**config.mk**
```make
export PLATFORM = sky130hd
export DESIGN_NAME = control_decode_seq
export DESIGN_NICKNAME = d
export VERILOG_FILES = /design/src/rtl/control_decode_seq.sv
export SDC_FILE = /design/constraint.sdc
export NUM_CORES = 1
export LEC_CHECK = 0
export ABC_AREA = 0
export BUFFER_PORTS_ARGS = -buffer_cell sky130_fd_sc_hd__buf_2
export CAP_MARGIN = 25
export CORE_ASPECT_RATIO = 0.6
export CORE_UTILIZATION = 53
export DETAILED_ROUTE_END_ITERATION = 10
export GPL_ROUTABILITY_DRIVEN = 1
export HOLD_SLACK_MARGIN = 0.03
export PLACE_DENSITY = 0.75
export SYNTH_ARGS = -nofsm -noshare
export SYNTH_HDL_FRONTEND = slang
export SYNTH_SLANG_ARGS = --single-unit
```
**constraint.sdc**
```tcl
create_clock -name clk -period 1.9 [get_ports clk]
set_input_delay 0.095 -clock clk [delete_from_list [all_inputs] [get_ports clk]]
set_output_delay 0.095 -clock clk [all_outputs]
set_load 0.005 [all_outputs]
```
**src/rtl/control_decode_seq.sv**
```systemverilog
// Registered control decoder: turns a sampled device-select code into one-cycle
// active-low load strobes, conditional jumps and a UART wait/stall sequence.
module control_decode_seq #(
  parameter int DEV_WIDTH    = 6,
  parameter int REG_SEL_W    = DEV_WIDTH - 1,
  parameter int TIMEOUT_W    = 8,
  parameter int WAIT_TIMEOUT = 255
) (
  input  logic                 clk,
  input  logic                 _mr,
  input  logic [DEV_WIDTH-1:0] device_in,
  input  logic                 _dev_valid,
  input  logic                 _flag_z,
  input  logic                 _flag_c,
  input  logic                 _flag_o,
  input  logic                 _flag_eq,
  input  logic                 _flag_ne,
  input  logic                 _flag_gt,
  input  logic                 _flag_lt,
  input  logic                 _flags_we,
  input  logic                 _uart_in_ready,
  input  logic                 _uart_out_ready,
  output logic                 _ram_in,
  output logic                 _marlo_in,
  output logic                 _marhi_in,
  output logic                 _uart_in,
  output logic                 _pchitmp_in,
  output logic                 _pclo_in,
  output logic                 _pc_in,
  output logic                 _reg_in,
  output logic [REG_SEL_W-1:0] reg_sel,
  output logic                 _jump_taken,
  output logic                 _stall,
  output logic                 _timeout_err
);

  typedef enum logic {S_IDLE, S_WAIT} state_t;

  localparam int STB_RAM = 0, STB_MARLO = 1, STB_MARHI = 2, STB_UART = 3;
  localparam int STB_PCHI = 4, STB_PCLO = 5, STB_PC = 6, STB_REG = 7;
  localparam int F_Z = 0, F_C = 1, F_O = 2, F_EQ = 3, F_NE = 4, F_GT = 5, F_LT = 6;

  state_t               state_q, state_d;
  logic [TIMEOUT_W-1:0] cnt_q, cnt_d;
  logic                 wait_out_q, wait_out_d;
  logic [6:0]           flags_q, flags_d, flags_in;
  logic [7:0]           strobe_q, strobe_d;
  logic [REG_SEL_W-1:0] reg_sel_q, reg_sel_d;
  logic                 jump_q, jump_d;
  logic                 terr_q, terr_d;
  logic                 jump_cond;
  logic                 wait_ready;

  assign flags_in = {_flag_lt, _flag_gt, _flag_ne, _flag_eq, _flag_o, _flag_c, _flag_z};

  always_ff @(posedge clk or negedge _mr) begin
    if (!_mr) begin
      state_q    <= S_IDLE;
      cnt_q      <= '0;
      wait_out_q <= 1'b0;
      flags_q    <= '1;
      strobe_q   <= '1;
      reg_sel_q  <= '0;
      jump_q     <= 1'b1;
      terr_q     <= 1'b1;
    end else begin
      state_q    <= state_d;
      cnt_q      <= cnt_d;
      wait_out_q <= wait_out_d;
      flags_q    <= flags_d;
      strobe_q   <= strobe_d;
      reg_sel_q  <= reg_sel_d;
      jump_q     <= jump_d;
      terr_q     <= terr_d;
    end
  end

  // flags_d doubles as the forwarded condition source when a flag write coincides with a jump
  always_comb begin
    state_d    = state_q;
    cnt_d      = cnt_q;
    wait_out_d = wait_out_q;
    strobe_d   = '1;
    reg_sel_d  = reg_sel_q;
    jump_d     = 1'b1;
    terr_d     = terr_q;
    jump_cond  = 1'b0;
    flags_d    = _flags_we ? flags_q : flags_in;
    wait_ready = wait_out_q ? _uart_out_ready : _uart_in_ready;
    case (state_q)
      S_IDLE: begin
        if (!_dev_valid) begin
          if (device_in[DEV_WIDTH-1:5] != '0) begin
            strobe_d[STB_REG] = 1'b0;
            reg_sel_d         = device_in[REG_SEL_W-1:0];
          end else begin
            case (device_in[4:0])
              5'd0:  strobe_d[STB_RAM]   = 1'b0;
              5'd1:  strobe_d[STB_MARLO] = 1'b0;
              5'd2:  strobe_d[STB_MARHI] = 1'b0;
              5'd3:  strobe_d[STB_UART]  = 1'b0;
              5'd4:  strobe_d[STB_PCHI]  = 1'b0;
              5'd5:  strobe_d[STB_PCLO]  = 1'b0;
              5'd6:  strobe_d[STB_PC]    = 1'b0;
              5'd7:  jump_cond = !flags_d[F_O];
              5'd8:  jump_cond = !flags_d[F_Z];
              5'd9:  jump_cond = !flags_d[F_C];
              5'd10: jump_cond = !_uart_in_ready;
              5'd11: jump_cond = !_uart_out_ready;
              5'd12: jump_cond = !flags_d[F_EQ];
              5'd13: jump_cond = !flags_d[F_NE];
              5'd14: jump_cond = !flags_d[F_GT];
              5'd15: jump_cond = !flags_d[F_LT];
              5'd16: begin
                if (_uart_in_ready) begin
                  state_d    = S_WAIT;
                  cnt_d      = '0;
                  wait_out_d = 1'b0;
                end
              end
              5'd17: begin
                if (_uart_out_ready) begin
                  state_d    = S_WAIT;
                  cnt_d      = '0;
                  wait_out_d = 1'b1;
                end
              end
              default: ;
            endcase
            if (jump_cond) begin
              strobe_d[STB_PC] = 1'b0;
              jump_d           = 1'b0;
            end
          end
        end
      end
      S_WAIT: begin
        if (!wait_ready) begin
          state_d = S_IDLE;
        end else if (cnt_q == TIMEOUT_W'(WAIT_TIMEOUT - 1)) begin
          state_d = S_IDLE;
          terr_d  = 1'b0;
        end else begin
          cnt_d = cnt_q + 1'b1;
        end
      end
      default: state_d = S_IDLE;
    endcase
  end

  always_comb begin
    {_reg_in, _pc_in, _pclo_in, _pchitmp_in, _uart_in, _marhi_in, _marlo_in, _ram_in} = strobe_q;
    reg_sel      = reg_sel_q;
    _jump_taken  = jump_q;
    _timeout_err = terr_q;
    _stall       = (state_q != S_WAIT);
  end

endmodule

```
After elaboration in Yosys (flattened, before gate mapping)
Index checks and enable logic that the tools add are counted.
W data, S select, Z words.

storage, ports and cells
  bits in latches = 0
  memory bits (writable) = 0
  output and inout bits = 16
  word-level logic and storage cells = 95
  memories = 0
  register bits = 32
  bits in read-only memories = 0

operators by class
  multipliers = 0
  eq/ne operators = 27
  $add $sub $neg = 1
  muxes and demuxes = 41
  order comparisons = 0
  divide/modulo/power cells = 0
  bitwise operators = 3
  reduce and logical (&&, ||, !) cells = 15
  shifts and indexed selects = 0

operator list
  cell                   count
  $mux W8                8
  $eq A5 B4 Y1 const B   8
  $pmux W8 S2            2
  $mux W1                25
  $eq A5 B3 Y1 const B   4
  $mux W7                2
  $eq A5 B2 Y1 const B   2
  $eq A5 B5 Y1 const B   2
  $ne A2 B2 Y1 const B   5
  $logic_not A1 Y1       9
  $pmux W1 S9            1
  $add A8 B1 Y8 const B  1
  $eq A8 B8 Y1 const B   1
  $reduce_and A7 Y1      1
  $ne A3 B3 Y1 const B   2
  $pmux W1 S2            3
  $reduce_and A3 Y1      2
  $reduce_and A6 Y1      1
  $eq A5 B1 Y1 const B   1
  $logic_not A5 Y1       1
  $ne A3 B1 Y1 const B   1
  $not A1 Y1             3
  $ne A2 B1 Y1 const B   1
  $reduce_bool A2 Y1     1

Logic depth before layout (Yosys ltp)
  depth after elaboration = 10
  depth in mapped cells = 6
  depth with buffers taken out = 6

Least setup slack after synthesis
OpenSTA, ideal clock, no wires.

  kind = register to register
  from = register cnt_q[0]
  to = register cnt_q[5]
  data arrival time = 1.518 ns
  setup slack = 0.309 ns
  data required time = 1.827 ns
  buffers on the path = 0
  cell stages (with the launch flop) = 7
  cells stage by stage = dfrtp_1 inv_1 ha_1 nand3_1 o211ai_4 or4_4 a21oi_2

between the ends
  word-level cells in the longest chain between the ends = 4
  elaborated cells between the ends (all ways) = 7
  those cells by class = 1 x add/sub; 2 x eq/ne; 3 x mux; 1 x reduce/logical

RTL lines
  element                 line  source
  start, declared         44    logic [TIMEOUT_W-1:0] cnt_q, cnt_d;
  start signal, assigned  68    cnt_q <= cnt_d;
  $add A8 B1 Y8           144   cnt_d = cnt_q + 1'b1;
  $mux W8                 140   end else if (cnt_q == TIMEOUT_W'(WAIT_TIMEOUT - 1)) begin
  $mux W8                 138   if (!wait_ready) begin
  $pmux W8 S2             90    case (state_q)

Several ways; a longest one is shown, not always the timed one. The select of a mux whose other input is x is not followed.
A chain may end at the register's enable or synchronous reset.

Worst setup path in the final report
Same ends and word-level chain as after synthesis.

==> reports/summary.txt <==
=====================================================================================
Library cell occupying the most area in the post-synthesis netlist            dfstp_2
Total of flip-flops plus latches after synthesis                                   32
Final setup skew                                                           0.00396 ns
H-tree Lvls                                                                         2
Internal                                                                    0.00111 W
Pre-CTS setup slack                                                          0.188 ns
Share of layout cells above drive strength 1                                    0.473
CP Cell Sequence                                                         inv_1 -> ha_1 -> nand3_1 -> o211ai_4 -> or4_4 -> a21oi_2
Synthesis warning total                                                             0
Type of the tightest min-delay check                                     input pin to flip-flop
Clock latency of the later-clocked register in the worst-skew pair            0.28 ns
Number of post-CTS setup repair buffers                                             0
Final antenna-violating net count                                                   0
Slowest CP cell                                                                 or4_4
Worst EP required                                                             2.11 ns
Final Util                                                                      0.695
PortBufs                                                                           34
Cells taking the most area after synthesis                               dfstp_2 29%, dfrtp_1 24%, mux2_2 8.8%, nand2_1 3.2%, nand3_1 2.9%
Clock tree from TritonCTS                                                        done
Period utilization                                                              0.916
Worst IR drop on VDD                                                         0.666 mV
Met1 layer wirelength in the final routing                                    1570 um
Element type at the critical path end                                       flip-flop
Final min period                                                              1.74 ns
Clk sink count                                                                     32
Die height                                                                    43.7 um
Met2 routed WL                                                                1280 um
Area fraction of the dominant cell type after synthesis                         0.291
Number of buffers on the longest clock path                                         2
Worst slew slack as a fraction of its limit                                     0.540
Run status                                                               finished, final reports clean
Sum of negative setup slack                                                      0 ns
Worst EP arrival                                                              1.95 ns
Routed length on met3                                                          148 um
Wirelength per Cell                                                           15.0 um
Clock share of power                                                            0.362
Wire length of the first global-routing pass                                  4910 um
Placed Cells                                                                      192
Number of detailed-route iterations in the first pass                               4
Final net count                                                                   189
Power density of the placed cells                                         799 nW/um^2
Count of inserted antenna diode cells                                               0
Number of antenna violations at the first check in global routing                   0
Per-cell via count in the routed design                                          5.59
Die area                                                                    3120 um^2
Yosys cell types                                                                   41
Maximum number of pins on one net before global-route repair                       33
Uppermost layer routed                                                           met4
Num CTS Buffers                                                                     5
Maximum capacitance violations                                                      0
GRT Residual Overflow                                                               0
Worst Max-Slew Pin Slew                                                      0.690 ns
Half-perimeter wire length after placement                                    2260 um
Total count of max-transition violations in the final report                        0
Number of global-route vias before repair                                        1035
Type of the worst setup path                                             flip-flop to flip-flop
Largest incremental delay on the critical path                                0.50 ns
Sw frac                                                                         0.240
Final weighted congestion in routability-driven placement                       0.869
Area delta synth->final                                                         18.9%
Detailed-route DRC error count                                                      0
Initial standard-cell utilization of the core                                   0.584
Placeable core region                                                       2630 um^2
Hold slack                                                                  0.0646 ns
Fmax                                                                          574 MHz
CTS root buf                                                                 clkbuf_8
Worst Setup Slack, final                                                     0.159 ns
Unrepaired setup endpoints after global routing                                    no
Number of nets in the synthesized netlist                                         151
Routed wire length                                                            3020 um
Overall via count from detail_route                                              1124
Maximum net fanout on the critical path                                             9
Part of the total power dissipated in combinational logic                       0.113
GRT Resource Usage Total                                                        0.213
Number of standard cells after synthesis                                          130
Initial DRC count                                                                  70
Type of element launching the critical path                                 flip-flop
Clock-pin slew of the registers on the worst-case setup and hold paths        0.06 ns
Number of setup violations in the final report                                      0
# IOs                                                                              35
Die width                                                                     71.5 um
Row cnt                                                                            14
Leakage Power                                                                0.823 nW
Count of final hold-check violations                                                0
Sequential share of power                                                       0.524
Worst setup slack for register-to-register paths                              0.16 ns
Switch Pwr                                                                 0.000350 W
Part of the Yosys area used for sequential elements                             0.535
Synth Cell Area                                                             1540 um^2
Non-filler cells, final                                                           201
Avg Synthesized Cell Area                                                   11.8 um^2
=====================================================================================
[synth_stat cells, drive strengths merged]
cell type and number:
a21boi 1, a21oi 4, a22o 1, a22oi 1
a31oi 1, and2 1, and3 2, and3b 1
and4 2, buf 5, dfrtp 15, dfstp 17
ha 2, inv 5, mux2 13, mux2i 3
mux4 1, nand2 13, nand2b 2, nand3 9
nand3b 1, nand4 1, nor2 4, nor2b 2
nor3b 3, nor4 3, o211ai 2, o21a 1
o21ai 6, o22ai 1, o31a 1, o31ai 1
or3 3, or4 1, xor2 1
[per-layer routing]
layer | up-vias | track usage
met1 | 547 | 0.325
met3 | 2 | 0.0698
li1 | 543 | -
met5 | - | 0
met4 | 0 | 0.0353
met2 | 32 | 0.305
[final timing paths]
| check | start | end | cells after the start |
|---|---|---|---|
| setup / recovery | cnt_q[0] | cnt_q[5] | 6 |
| hold / removal | _flag_gt | flags_q[5] | 2 |
| setup reg to reg | cnt_q[0] | cnt_q[5] | 6 |
| hold reg to reg | _timeout_err | _timeout_err | 2 |
| max in group asynchronous | _mr | cnt_q[2] | 2 |
| min in group asynchronous | _mr | cnt_q[1] | 2 |
[sequential cells by signal, indices dropped and copies added, names as in the netlist]
| register | flops |
|---|---|
| strobe_q | 8 |
| reg_sel | 5 |
| wait_out_q | 1 |
| _timeout_err | 1 |
| cnt_q | 8 |
| state_q | 1 |
| flags_q | 7 |
| _jump_taken | 1 |
[layout by cell type (no fill, tap or decap), types with 2 or more instances in the layout]
master,instances
a21oi_1,3
and3_1,2
and4_1,2
buf_2,34
clkbuf_8,6
clkinv_2,2
dfrtp_1,15
dfstp_2,17
ha_1,2
inv_1,5
mux2_2,12
mux2i_1,3
nand2_1,13
nand2b_1,2
nand3_1,9
nor2_1,4
nor2b_1,2
nor3b_1,2
nor4_1,3
o21ai_0,5
or3_1,3
[worst max-delay path, delay by kind of cell (launching register included)]
kind,cells,cell delay (ns)
buffers and inverters,1,0.07
DFF,1,0.45
adders and majority gates,1,0.19
and+or+nand+nor,2,0.68
AOI/OAI and AO/OA,2,0.29
[cells by family after synthesis]
logic type               Yosys count  synth area share
AND/OR/NAND/NOR                   48             0.185
flip-flops                        32             0.535
multiplexers                      17             0.132
adder cells (fa/ha/maj)            2            0.0163
buffers and inverters             10            0.0318
XOR/XNOR                           1           0.00571
AO/OA/AOI/OAI                     20            0.0937
[what timing repair did]
action | in CTS | in global routing
hold buffers | 1 | 0
gates resized for setup | 0 | 0
endpoints found under the hold margin | 15 | 0
[power groups by stage]
stage	Clock (W)	Sequential [W]	Combinational, W
finish	0.000528	0.000765	0.000165
global route	0.000570	0.000770	0.000183
CTS	0.000537	0.000764	0.000166
detailed placement	0	0.000775	0.000164
global placement	0	0.000771	0.000157
floorplan	0	0.000772	0.0000902
[area by class of cell]
cell class	count	area (um^2)
fillers	207	802
flip-flops and latches	32	822
repair buffers	36	188
multi-input cells	88	664
clock inverters	2	10.0
inverters	5	18.8
well taps	32	40.0
clock buffers	6	82.6
[through the flow]
stage	power, W	area, um^2
floorplan	0.000862	1540
global placement	0.000928	1720
detailed placement	0.000938	1720
CTS	0.00147	1830
global route	0.00152	1830
finish	0.00146	1830
No activity file was read; power rests on OpenSTA's default activity.
